## config.mk

```make
export PLATFORM = sky130hd
export DESIGN_NAME = div_unit
export DESIGN_NICKNAME = d
export VERILOG_FILES = /design/src/rtl/div_unit_pkg.sv /design/src/rtl/div_unit_step.sv /design/src/rtl/div_unit.sv
export SDC_FILE = /design/constraint.sdc
export NUM_CORES = 1
export LEC_CHECK = 0
export BUFFER_PORTS_ARGS = -buffer_cell sky130_fd_sc_hd__buf_2
export CORE_MARGIN = 8
export CORE_UTILIZATION = 43
export CTS_CLUSTER_DIAMETER = 60
export DETAILED_ROUTE_END_ITERATION = 16
export PLACE_DENSITY = 0.61
export SYNTH_ARGS = -nofsm -noshare
export SYNTH_HDL_FRONTEND = slang
export SYNTH_SLANG_ARGS = --single-unit
```

## constraint.sdc

```tcl
create_clock -name clk -period 8.1 [get_ports clk]
set_input_delay 0.81 -clock clk [delete_from_list [all_inputs] [get_ports clk]]
set_output_delay 0.81 -clock clk [all_outputs]
set_load 0.03 [all_outputs]
```

## src/rtl/div_unit_pkg.sv

```systemverilog
// Shared definitions for the execute-stage divider: FSM state encodings,
// iteration count, HI/LO slice positions and a conditional negate helper.
package div_unit_pkg;

    typedef enum logic [1:0] {
        DIV_IDLE = 2'd0,
        DIV_ZERO = 2'd1,
        DIV_BUSY = 2'd2,
        DIV_DONE = 2'd3
    } div_state_e;

    localparam int DIV_ITER  = 32;
    localparam int DIV_CNT_W = 5;

    // Result packing: remainder goes to HI, quotient goes to LO.
    localparam int HI_MSB = 63;
    localparam int HI_LSB = 32;
    localparam int LO_MSB = 31;
    localparam int LO_LSB = 0;

    // Two's-complement negate when en is set; 32-bit wrap.
    function automatic logic [31:0] neg_if(input logic en, input logic [31:0] v);
        return en ? (~v + 32'd1) : v;
    endfunction

endpackage

```

## src/rtl/div_unit_step.sv

```systemverilog
// One restoring-division step on the {rem[32:0], quo[31:0]} working register.
module div_unit_step (
    input  logic [64:0] work_i,
    input  logic [31:0] divisor_i,
    output logic [64:0] work_o
);

    logic [33:0] rem_sh;
    logic [33:0] diff;

    // Shift left, trial-subtract the divisor, keep the difference if non-negative.
    always_comb begin
        rem_sh = work_i[64:31];
        diff   = rem_sh - {2'b00, divisor_i};
        if (!diff[33]) begin
            work_o = {diff[32:0], work_i[30:0], 1'b1};
        end else begin
            work_o = {work_i[63:0], 1'b0};
        end
    end

endmodule

```

## src/rtl/div_unit.sv

```systemverilog
// Multi-cycle 32-bit signed/unsigned divider for the execute stage.
// Holds the pipeline via stall_div_o until the packed {rem, quo} result is ready.
module div_unit
    import div_unit_pkg::*;
(
    input  logic        clk,
    input  logic        resetn,
    input  logic        start_i,
    input  logic        signed_i,
    input  logic [31:0] opdata1_i,
    input  logic [31:0] opdata2_i,
    input  logic        annul_i,
    output logic        stall_div_o,
    output logic        ready_o,
    output logic [63:0] result_o
);

    div_state_e           state_q, state_d;
    logic [DIV_CNT_W-1:0] cnt_q, cnt_d;
    logic [64:0]          work_q, work_d;
    logic [31:0]          divisor_q, divisor_d;
    logic                 neg_quo_q, neg_quo_d;
    logic                 neg_rem_q, neg_rem_d;
    logic [63:0]          result_q, result_d;
    logic                 ready_q, ready_d;
    logic [64:0]          step_work;

    div_unit_step u_step (
        .work_i    (work_q),
        .divisor_i (divisor_q),
        .work_o    (step_work)
    );

    // Stall drops in DONE so the pipeline advances, and immediately on a flush.
    assign stall_div_o = start_i & ~annul_i & (state_q != DIV_DONE);
    assign ready_o     = ready_q;
    assign result_o    = result_q;

    // Next-state, datapath latch and result fix-up.
    always_comb begin
        state_d   = state_q;
        cnt_d     = cnt_q;
        work_d    = work_q;
        divisor_d = divisor_q;
        neg_quo_d = neg_quo_q;
        neg_rem_d = neg_rem_q;
        result_d  = result_q;
        ready_d   = 1'b0;

        if (annul_i) begin
            state_d = DIV_IDLE;
            cnt_d   = '0;
        end else begin
            case (state_q)
                DIV_IDLE: begin
                    cnt_d = '0;
                    if (start_i) begin
                        if (opdata2_i == 32'd0) begin
                            state_d = DIV_ZERO;
                        end else begin
                            // Magnitudes as unsigned values, so |-2^31| = 0x8000_0000.
                            work_d    = {33'd0, neg_if(signed_i & opdata1_i[31], opdata1_i)};
                            divisor_d = neg_if(signed_i & opdata2_i[31], opdata2_i);
                            neg_quo_d = signed_i & (opdata1_i[31] ^ opdata2_i[31]);
                            neg_rem_d = signed_i & opdata1_i[31];
                            state_d   = DIV_BUSY;
                        end
                    end
                end
                DIV_ZERO: begin
                    result_d = 64'h0;
                    ready_d  = 1'b1;
                    state_d  = DIV_DONE;
                end
                DIV_BUSY: begin
                    work_d = step_work;
                    cnt_d  = cnt_q + 1'b1;
                    if (cnt_q == DIV_CNT_W'(DIV_ITER - 1)) begin
                        result_d[HI_MSB:HI_LSB] = neg_if(neg_rem_q, step_work[63:32]);
                        result_d[LO_MSB:LO_LSB] = neg_if(neg_quo_q, step_work[31:0]);
                        ready_d                 = 1'b1;
                        state_d                 = DIV_DONE;
                    end
                end
                DIV_DONE: begin
                    state_d = DIV_IDLE;
                end
                default: begin
                    state_d = DIV_IDLE;
                end
            endcase
        end
    end

    // State, counter, operands and registered outputs; all cleared on reset.
    always_ff @(posedge clk or negedge resetn) begin
        if (!resetn) begin
            state_q   <= DIV_IDLE;
            cnt_q     <= '0;
            work_q    <= '0;
            divisor_q <= '0;
            neg_quo_q <= 1'b0;
            neg_rem_q <= 1'b0;
            result_q  <= '0;
            ready_q   <= 1'b0;
        end else begin
            state_q   <= state_d;
            cnt_q     <= cnt_d;
            work_q    <= work_d;
            divisor_q <= divisor_d;
            neg_quo_q <= neg_quo_d;
            neg_rem_q <= neg_rem_d;
            result_q  <= result_d;
            ready_q   <= ready_d;
        end
    end

endmodule

```

==> impl_metrics.env, run 1 <==
export IMPL_period_share_pct=71.84
export IMPL_grt_antenna_before_repair=0
export IMPL_cts_sinks=171
export IMPL_vias=11280
export IMPL_drive_gt1_share_pct=13.48
export IMPL_dpl_cell_area_mm2=0.01328
export IMPL_powerDensity_mw_per_mm2=271.4
export IMPL_overflow=0
export IMPL_path_cells="ha_1, nand4_1, or4_4, nor3_2, a221oi_1, a21oi_4, nor2_8, inv_4, mux2i_1, ha_1, inv_1, nor4_1, or3b_2, nor3_1, mux2i_1, nor3_2, a41oi_1, xnor2_1, a22o_1"
export IMPL_cpPeakStageDelay_ns=0.59
export IMPL_synthFlopType="dfrtp_1"
export IMPL_dp_hpwl_mm=27.02
export IMPL_max_vdd_ir_drop_mv=0.1522
export IMPL_endpoint_kind="register"
export IMPL_dr_pass1_iters=5
export IMPL_final_cell_area_mm2=0.01386
export IMPL_skew_ns=0.01502
export IMPL_fillers=2888
export IMPL_cts_root_buf="clkbuf_16"
export IMPL_cap_violations=0
export IMPL_insertedDiodeCount=0
export IMPL_ys_warn_count=0
export IMPL_grt_use_total_pct=21.22
export IMPL_layout_nets=1687
export IMPL_critPathLaunchType="register"
export IMPL_clk_latency_ns=0.44
export IMPL_die_h_um=185.7
export IMPL_worstMarginPinSlew_ns=1.074
export IMPL_p_leak_nw=6.336
export IMPL_start_util_pct=43.37
export IMPL_ios=135
export IMPL_rsz0062_at_grt="false"
export IMPL_path_clk_slew_ns=0.07
export IMPL_worstPathArrival_ns=6.14
export IMPL_yosysSeqAreaShare_pct=34.56
export IMPL_finalWirelength_mm=36.66
export IMPL_h_tree_depth=4
export IMPL_ant_nets=0
export IMPL_ff2ff_setup_slack_ns=2.28
export IMPL_layout_common_cells="nand2_1 (188), dfrtp_1 (171), a21oi_1 (142)"
export IMPL_setup_tns_final_ns=0
export IMPL_clk_path_buf_depth=2
export IMPL_syn_inst=1498
export IMPL_syn_area_per_cell_um2=8.266
export IMPL_die_x_um=185.7
export IMPL_async_reset_ff_share_pct=100.0
export IMPL_wire_per_inst_um=18.59
export IMPL_status="finished, final reports clean"
export IMPL_viasPerCell=5.721
export IMPL_syn_area_mm2=0.01238
export IMPL_synth_edf_count=0
export IMPL_slew_headroom_pct=28.43
export IMPL_finalSetupViolations=0
export IMPL_path_class="reg2reg"
export IMPL_cts_tree="done"
export IMPL_dieArea_mm2=0.03448
export IMPL_core_area_mm2=0.02855
export IMPL_holdBufCountCts=0
export IMPL_hold_viol_final=0
export IMPL_cts_setup_buffers=0
export IMPL_grt_max_degree=107
export IMPL_crit_fanout=35
export IMPL_routabilityCongestion=0.8826
export IMPL_cts_buffers=17
export IMPL_final_core_util_pct=48.56
export IMPL_cp_slowest_cell="or4_4"
export IMPL_final_common_cell="nand2_1"
export IMPL_fmax_ghz=0.1718
export IMPL_slew_violations=0
export IMPL_ys_seq_elements=171
export IMPL_cp_required_ns=8.42
export IMPL_grt_pass1_vias=10710
export IMPL_port_buffers=134
export IMPL_cts_resized=0
export IMPL_synth_cell_type_count=82
export IMPL_holdCritPathClass="reg2reg"
export IMPL_synth_nets=1610
export IMPL_period_needed_ns=5.819
export IMPL_drc=0
export IMPL_drt_iter0_drc=1015
export IMPL_grt_pass1_wl_mm=58.14
export IMPL_fp_row_count=62
export IMPL_area_growth_pct=11.95
==> where the power goes <==
part	internal (mW)	total, mW	leakage, nW	switching, mW
Sequential	1.03	1.20	2.24	0.176
Clock	0.414	0.823	0.282	0.409
Combinational	0.623	1.74	3.81	1.11
Total	2.06	3.76	6.34	1.70
==> area by class of cell <==
cell class | instances | area (µm²) | area share [%]
clock inverters | 14 | 151.4 | 1.092
flip-flops and latches | 171 | 4279 | 30.87
repair buffers | 144 | 752.0 | 5.425
well taps | 384 | 480.5 | 3.466
multi-input cells | 1184 | 7553 | 54.49
clock buffers | 18 | 429.2 | 3.096
inverters | 57 | 216.5 | 1.562
==> synth_stat cells (10+ instances only) <==
library cell,number,share of area [%]
a211oi_1,13,0.79
a21o_1,16,0.97
a21oi_1,143,5.8
a22o_1,56,4.0
a31oi_1,15,0.76
and2_1,10,0.51
and3_1,10,0.51
buf_2,20,0.81
clkbuf_1,60,1.8
dfrtp_1,171,35
ha_1,42,4.2
inv_1,55,1.7
mux2i_1,22,1.8
nand2_1,188,5.7
nand2b_1,12,0.61
nand3_1,24,0.97
nand4_1,10,0.51
nor2_1,124,3.8
nor3_1,28,1.1
nor4_1,11,0.56
o211ai_1,10,0.61
o21ai_0,102,4.1
o31ai_1,44,2.7
or3_1,29,1.5
or4_1,10,0.61
xnor2_1,74,5.2
xor2_1,63,4.5
==> layer usage <==
layer	vias to the layer above	GRT usage (%)	wire length, µm
met1	5402	29.01	17150
met5	-	0	0
met3	54	3.592	1554
li1	5551	-	-
met2	275	34.06	17070
met4	0	6.129	887
==> sequential cells by signal (all words and copies together) (netlist names) <==
| name | count |
|---|---|
| cnt_q | 5 |
| divisor_q | 32 |
| neg_quo_q | 1 |
| neg_rem_q | 1 |
| ready_o | 1 |
| result_o | 64 |
| state_q | 2 |
| work_q | 65 |
==> worst max-delay path: cells and delay by family, from the launching register on <==
kind                     cells  cell delay, ns
AO/OA/AOI/OAI                4            0.83
flip-flops                   1            0.43
XOR/XNOR                     1            0.16
buffers and inverters        2            0.39
AND/OR/NAND/NOR              8            2.59
multiplexers                 2            0.53
adder cells (fa/ha/maj)      2            0.78
==> stage by stage <==
stage                     std cells  hold WS (ns)  power [mW]  setup slack, ns
final                          1972        0.4829       3.761            2.281
after global routing           1972        0.5138       4.045            1.973
after CTS                      1972        0.4867       3.774            2.361
after detailed placement       1940        0.4713       2.943            2.379
after global placement         1940        0.4667       2.923            2.518
after floorplan                1498        0.4498       2.493            3.048
==> final timing paths <==
kind                                    startpoint                        end  cells past startpoint
setup / recovery            work_q[53]$_DFFE_PN0P_   result_o[62]$_DFFE_PN0P_                     19
hold / removal             result_o[1]$_DFFE_PN0P_    result_o[1]$_DFFE_PN0P_                      2
setup reg to reg            work_q[53]$_DFFE_PN0P_   result_o[62]$_DFFE_PN0P_                     19
hold reg to reg            result_o[1]$_DFFE_PN0P_    result_o[1]$_DFFE_PN0P_                      2
max in group asynchronous                   resetn     work_q[43]$_DFFE_PN0P_                      2
min in group asynchronous                   resetn  divisor_q[24]$_DFFE_PN0P_                      1
==> cell families after synthesis <==
kind of cell	after synthesis	share of synthesized area, %
simple gates	499	19.17
fa+ha+maj	43	4.406
buf+inv	143	4.568
flops	171	34.56
mux	28	2.324
xor+xnor	137	9.691
compound gates	477	25.28
(Power assumes the default switching activity.)
==> inputs of run 2 (changes only) <==
ABC_AREA = 1   (was unset)
PLACE_DENSITY = 0.6   (was 0.61)
clock period = 5.45 ns   (was 8.1 ns; I/O delays follow)
==> run 2 against run 1 <==
Clock-buffer cell count increased by 4. Sequential share of layout area decreased by 1.1 points. Clock skew increased by 0.0030 ns. First-iteration DRC count increased by 6.7%. Die area increased by 3.0%. Maximum frequency increased by 20%. Critical path depth increased by 5. Critical endpoint is now result_o[28]$_DFFE_PN0P_.
==> impl_metrics.env, run 2 <==
export IMPL_status="finished, final reports clean"
export IMPL_start_util_pct=43.40
export IMPL_cts_sinks=171
export IMPL_synth_cell_type_count=57
export IMPL_cts_root_buf="clkbuf_16"
export IMPL_final_common_cell="nand2_1"
export IMPL_ant_nets=0
export IMPL_yosysSeqAreaShare_pct=33.44
export IMPL_critPathLaunchType="register"
export IMPL_async_reset_ff_share_pct=100.0
export IMPL_die_h_um=188.5
export IMPL_busiest_layer="met2"
export IMPL_skew_ns=0.01801
export IMPL_finalWirelength_mm=42.51
export IMPL_dpl_cell_area_mm2=0.01376
export IMPL_clk_path_buf_depth=2
export IMPL_ys_warn_count=0
export IMPL_ys_seq_elements=171
export IMPL_holdBufCountCts=0
export IMPL_timing_rr_start="work_q[43]$_DFFE_PN0P_"
export IMPL_dr_pass1_iters=5
export IMPL_synth_most_common_cell="nand2_1"
export IMPL_cts_tree="done"
export IMPL_worstPathArrival_ns=5.15
export IMPL_cts_buffers=17
export IMPL_synthFlopType="dfrtp_1"
export IMPL_ys_top_cells_by_area="dfrtp_1 (33%), nand2_1 (16%), o21ai_0 (7.2%), inv_1 (6.0%), nor2_1 (5.2%)"
export IMPL_grt_pass1_vias=12410
export IMPL_fmax_ghz=0.2067
export IMPL_vias=12760
export IMPL_synth_common_cells="nand2_1 (548), inv_1 (203), o21ai_0 (184)"
export IMPL_wire_per_inst_um=17.70
export IMPL_routabilityCongestion=0.9785
export IMPL_die_x_um=188.5
export IMPL_cts_resized=0
export IMPL_area_growth_pct=12.21
export IMPL_port_buffers=134
export IMPL_drive_gt1_share_pct=12.63
export IMPL_ios=135
export IMPL_cap_violations=0
export IMPL_grt_antenna_before_repair=1
export IMPL_setup_tns_final_ns=0
export IMPL_worstMarginPinSlew_ns=1.185
export IMPL_critPathLaunch="work_q[43]$_DFFE_PN0P_"
export IMPL_synth_edf_count=0
export IMPL_slew_violations=0
export IMPL_core_area_mm2=0.02948
export IMPL_layout_common_cells="nand2_1 (548), inv_1 (203), o21ai_0 (184)"
export IMPL_holdCritPathClass="in2async"
export IMPL_dieArea_mm2=0.03553
export IMPL_gr_usage_met2_pct=39.35
export IMPL_period_share_pct=88.75
export IMPL_overflow=0
export IMPL_grt_use_met3_pct=3.826
export IMPL_grt_pass1_wl_mm=68.08
export IMPL_h_tree_depth=4
export IMPL_drt_iter0_drc=1083
export IMPL_final_cell_area_mm2=0.01436
export IMPL_layout_nets=2110
export IMPL_rsz0062_at_grt="false"
export IMPL_top_register="work_q"
export IMPL_endpoint_kind="register"
export IMPL_synth_top_area_share_pct=33.44
export IMPL_dp_hpwl_mm=33.13
export IMPL_syn_area_mm2=0.01279
export IMPL_cp_required_ns=5.77
export IMPL_hold_viol_final=0
export IMPL_viasPerCell=5.313
export IMPL_insertedDiodeCount=0
export IMPL_synth_largest_area_cell="dfrtp_1"
export IMPL_ff2ff_setup_slack_ns=0.61
export IMPL_synth_nets=2007
export IMPL_largest_reg_flops=65
export IMPL_period_needed_ns=4.837
export IMPL_grt_util_met1_pct=32.48
export IMPL_grt_max_degree=90
export IMPL_drc=0
export IMPL_path_class="reg2reg"
export IMPL_fp_row_count=63
export IMPL_worstReg2RegEnd="result_o[28]$_DFFE_PN0P_"
export IMPL_crit_fanout=35
export IMPL_syn_inst=1895
export IMPL_grt_use_total_pct=23.87
export IMPL_finalSetupViolations=0
export IMPL_slew_headroom_pct=20.97
export IMPL_path_clk_slew_ns=0.08
export IMPL_cts_setup_buffers=0
export IMPL_syn_area_per_cell_um2=6.752
export IMPL_finalNonFillerCells=2401
export IMPL_clk_latency_ns=0.44
export IMPL_rr_worst_depth=24
export IMPL_dp_cells=2369
==> run 2: cell types whose count changed in the layout (fill, tap and decap cells not counted), sizes merged, moves of 22 or more <==
cell,previous run,this run
a22o,56,1
nand2,188,580
o31ai,45,2
mux2i,22,0
xnor2,74,19
inv,63,210
o21ai,108,207
nor2,125,193
or3,29,0
nand3,24,115
a21oi,145,89
==> run 2: area by class of cell <==
class                           count  area [µm²]
Clock inverter                     10       142.6
Multi-Input combinational cell   1451        7438
Clock buffer                       22       454.2
Timing Repair Buffer              145       759.5
Tap cell                          390       488.0
Sequential cell                   171        4279
Inverter                          212       795.8
Fill cell                        3131       15120
==> run 2: metal layers <==
metal	wire, µm	vias up
met3	2364	33
met5	0	-
met2	19880	347
met4	601	0
met1	19660	6011
li1	-	6365
==> run 2: cell families after synthesis <==
family          synth area share, %
xor+xnor                      5.408
buf+inv                       8.566
simple gates                  32.60
compound gates                15.71
fa+ha+maj                     4.264
flops                         33.44
==> run 2: critical path: stages, from the launching register on <==
cell	delay [ns]
dfrtp_1	0.43
ha_1	0.36
a21oi_1	0.22
o21ai_0	0.21
a21oi_1	0.20
nand2_2	0.10
nand2_4	0.09
nand3_2	0.17
nand2_4	0.38
ha_1	0.22
inv_1	0.05
nor3_1	0.24
nand3_1	0.19
nor3_2	0.26
nand4_1	0.18
o21ai_1	0.28
nand2_1	0.21
a21oi_2	0.20
inv_1	0.07
a21oi_1	0.13
inv_1	0.08
a21oi_1	0.16
a21oi_1	0.08
o21ai_0	0.12
nand2_1	0.07
==> run 2: worst max-delay path by stage <==
stage                                     endpoint  slack [ns]  depth (start not counted)
after global placement    result_o[28]$_DFFE_PN0P_        0.86                         24
after detailed placement  result_o[28]$_DFFE_PN0P_        0.72                         24
after floorplan           result_o[28]$_DFFE_PN0P_        1.61                         27
final                     result_o[28]$_DFFE_PN0P_        0.61                         24
after CTS                 result_o[28]$_DFFE_PN0P_        0.68                         24
after global routing      result_o[28]$_DFFE_PN0P_        0.04                         24
==> run 2: metrics by stage <==
| step | util (%) | setup WS (ns) | hold WS [ns] |
|---|---|---|---|
| after global routing | 48.70 | 0.04204 | 0.2392 |
| after detailed placement | 46.68 | 0.7185 | 0.4616 |
| after floorplan | - | 1.605 | 0.2494 |
| after CTS | 48.70 | 0.6845 | 0.2195 |
| final | 48.70 | 0.6130 | 0.1678 |
| after global placement | 46.68 | 0.8561 | 0.4582 |
Power of run 2 is not shown: default switching activity piles up to over one toggle a cycle in this logic, so the estimate is an artifact.
==> inputs of run 3 (changes only) <==
BUFFER_PORTS_ARGS = -buffer_cell sky130_fd_sc_hd__buf_4   (was -buffer_cell sky130_fd_sc_hd__buf_2)
==> run 3 against run 2 <==
Wire length rose by 1.2%. Critical path depth did not move. Die area did not move. Clock-buffer cell count fell by 4. Cell area rose by 2.5%. Flip-flop and latch count did not move. First-iteration DRC count fell by 11%. Utilization rose by 1.2 points. Maximum frequency rose by 2.4%. Setup slack improved by 0.11 ns. Hold slack got worse by 0.062 ns. Global-route usage rose by 0.29 points. Critical path type unchanged. Highest routed layer unchanged.
==> impl_metrics.env, run 3 (synthesis gave the netlist of run 2 again) <==
export IMPL_routabilityCongestion=0.9489
export IMPL_layout_common_cells="nand2_1 (548), inv_1 (203), o21ai_0 (184)"
export IMPL_cpMostUsedCell="a21oi_1"
export IMPL_critPathLaunchType="register"
export IMPL_die_h_um=188.5
export IMPL_holdBufCountCts=0
export IMPL_m1WireLength_mm=19.47
export IMPL_wire_per_inst_um=17.93
export IMPL_dieArea_mm2=0.03553
export IMPL_grt_antenna_before_repair=0
export IMPL_finalWirelength_mm=43.02
export IMPL_drt_iter0_drc=967
export IMPL_status="finished, final reports clean"
export IMPL_slew_headroom_pct=21.67
export IMPL_rsz0062_at_grt="false"
export IMPL_layout_nets=2109
export IMPL_grt_max_degree=91
export IMPL_period_share_pct=86.70
export IMPL_dr_pass1_iters=5
export IMPL_cts_resized=0
export IMPL_path_class="reg2reg"
export IMPL_path_cells="ha_1, a21oi_1, o21ai_0, a21oi_1, nand2_2, nand2_4, nand3_2, nand2_8, ha_1, inv_1, nor3_1, nand3_1, nor3_2, nand4_1, o21ai_1, nand2_1, a21oi_2, inv_1, a21oi_1, inv_1, a21oi_1, a21oi_1, o21ai_0, nand2_1"
export IMPL_grt_pass1_wl_mm=68.79
export IMPL_grt_use_total_pct=24.16
export IMPL_slew_violations=0
export IMPL_setup_tns_final_ns=0
export IMPL_drive_gt1_share_pct=12.79
export IMPL_worst_path_dominant_cell_family="simple AND/OR/NAND/NOR gates"
export IMPL_start_util_pct=43.40
export IMPL_hold_viol_final=0
export IMPL_cp_slowest_cell="dfrtp_1"
export IMPL_h_tree_depth=4
export IMPL_top_register="work_q"
export IMPL_dr_max_layer_used="met4"
export IMPL_vias=12800
export IMPL_cts_root_buf="clkbuf_16"
export IMPL_cpPeakStageDelay_ns=0.42
export IMPL_cp_required_ns=5.78
export IMPL_worstPathArrival_ns=5.06
export IMPL_area_growth_pct=15.05
export IMPL_cts_tree="done"
export IMPL_fmax_ghz=0.2116
export IMPL_endpoint_kind="register"
export IMPL_largest_reg_flops=65
export IMPL_viasPerCell=5.334
export IMPL_critical_path_buf_inv_count=3
export IMPL_path_clk_slew_ns=0.08
export IMPL_finalSetupViolations=0
export IMPL_clk_latency_ns=0.45
export IMPL_cts_buffers=17
export IMPL_final_core_util_pct=49.93
export IMPL_period_needed_ns=4.725
export IMPL_skew_ns=0.02472
export IMPL_worstMarginPinSlew_ns=1.175
export IMPL_ant_nets=0
export IMPL_core_area_mm2=0.02948
export IMPL_final_common_cell="nand2_1"
export IMPL_cap_violations=0
export IMPL_dp_hpwl_mm=33.36
export IMPL_cts_sinks=171
export IMPL_fp_row_count=63
export IMPL_die_x_um=188.5
export IMPL_cts_setup_buffers=0
export IMPL_holdCritPathClass="in2async"
export IMPL_port_buffers=134
export IMPL_met3WireLength_mm=2.650
export IMPL_grt_pass1_vias=12730
export IMPL_drc=0
export IMPL_wl_met2_mm=19.57
export IMPL_clk_path_buf_depth=2
export IMPL_crit_fanout=35
export IMPL_overflow=0
export IMPL_ios=135
export IMPL_insertedDiodeCount=0
-- run 3: per-layer routing --
layer  vias to the layer above  GRT usage, %
met5                         -             0
met3                        82         4.769
met4                         0         8.779
li1                       6377             -
met2                       408         38.35
met1                      5934         32.21
-- run 3: area by class of cell --
type | instances | area (µm²)
fill | 3032 | 14760
multi-input combinational | 1451 | 7447
sequential | 171 | 4279
timing repair buffer | 144 | 1097
inverter | 212 | 795.8
tap | 390 | 488.0
clock buffer | 18 | 439.2
clock inverter | 14 | 173.9
-- run 3: stage by stage --
stage	area (µm²)	instances	setup slack (ns)	hold WS [ns]
global route	14720	2400	0.08931	0.1979
CTS	14710	2400	0.7311	0.1742
finish	14720	2400	0.7248	0.1056
floorplan	12790	1895	1.605	0.2494
global placement	14100	2368	0.8578	0.4670
detailed placement	14100	2368	0.7437	0.4689
-- run 3: path summary, 6_finish.rpt --
kind	from	endpoint	slack, ns	cells past startpoint
max reg2reg	work_q[43]$_DFFE_PN0P_	result_o[28]$_DFFE_PN0P_	0.72	24
min reg2reg	result_o[56]$_DFFE_PN0P_	result_o[56]$_DFFE_PN0P_	0.49	2
min	resetn	divisor_q[29]$_DFFE_PN0P_	0.11	1
max in group asynchronous	resetn	work_q[63]$_DFFE_PN0P_	4.32	2
min in group clk	opdata2_i[0]	divisor_q[0]$_DFFE_PN0P_	0.41	3
max	work_q[43]$_DFFE_PN0P_	result_o[28]$_DFFE_PN0P_	0.72	24
Power of run 3 is left out for the same reason.
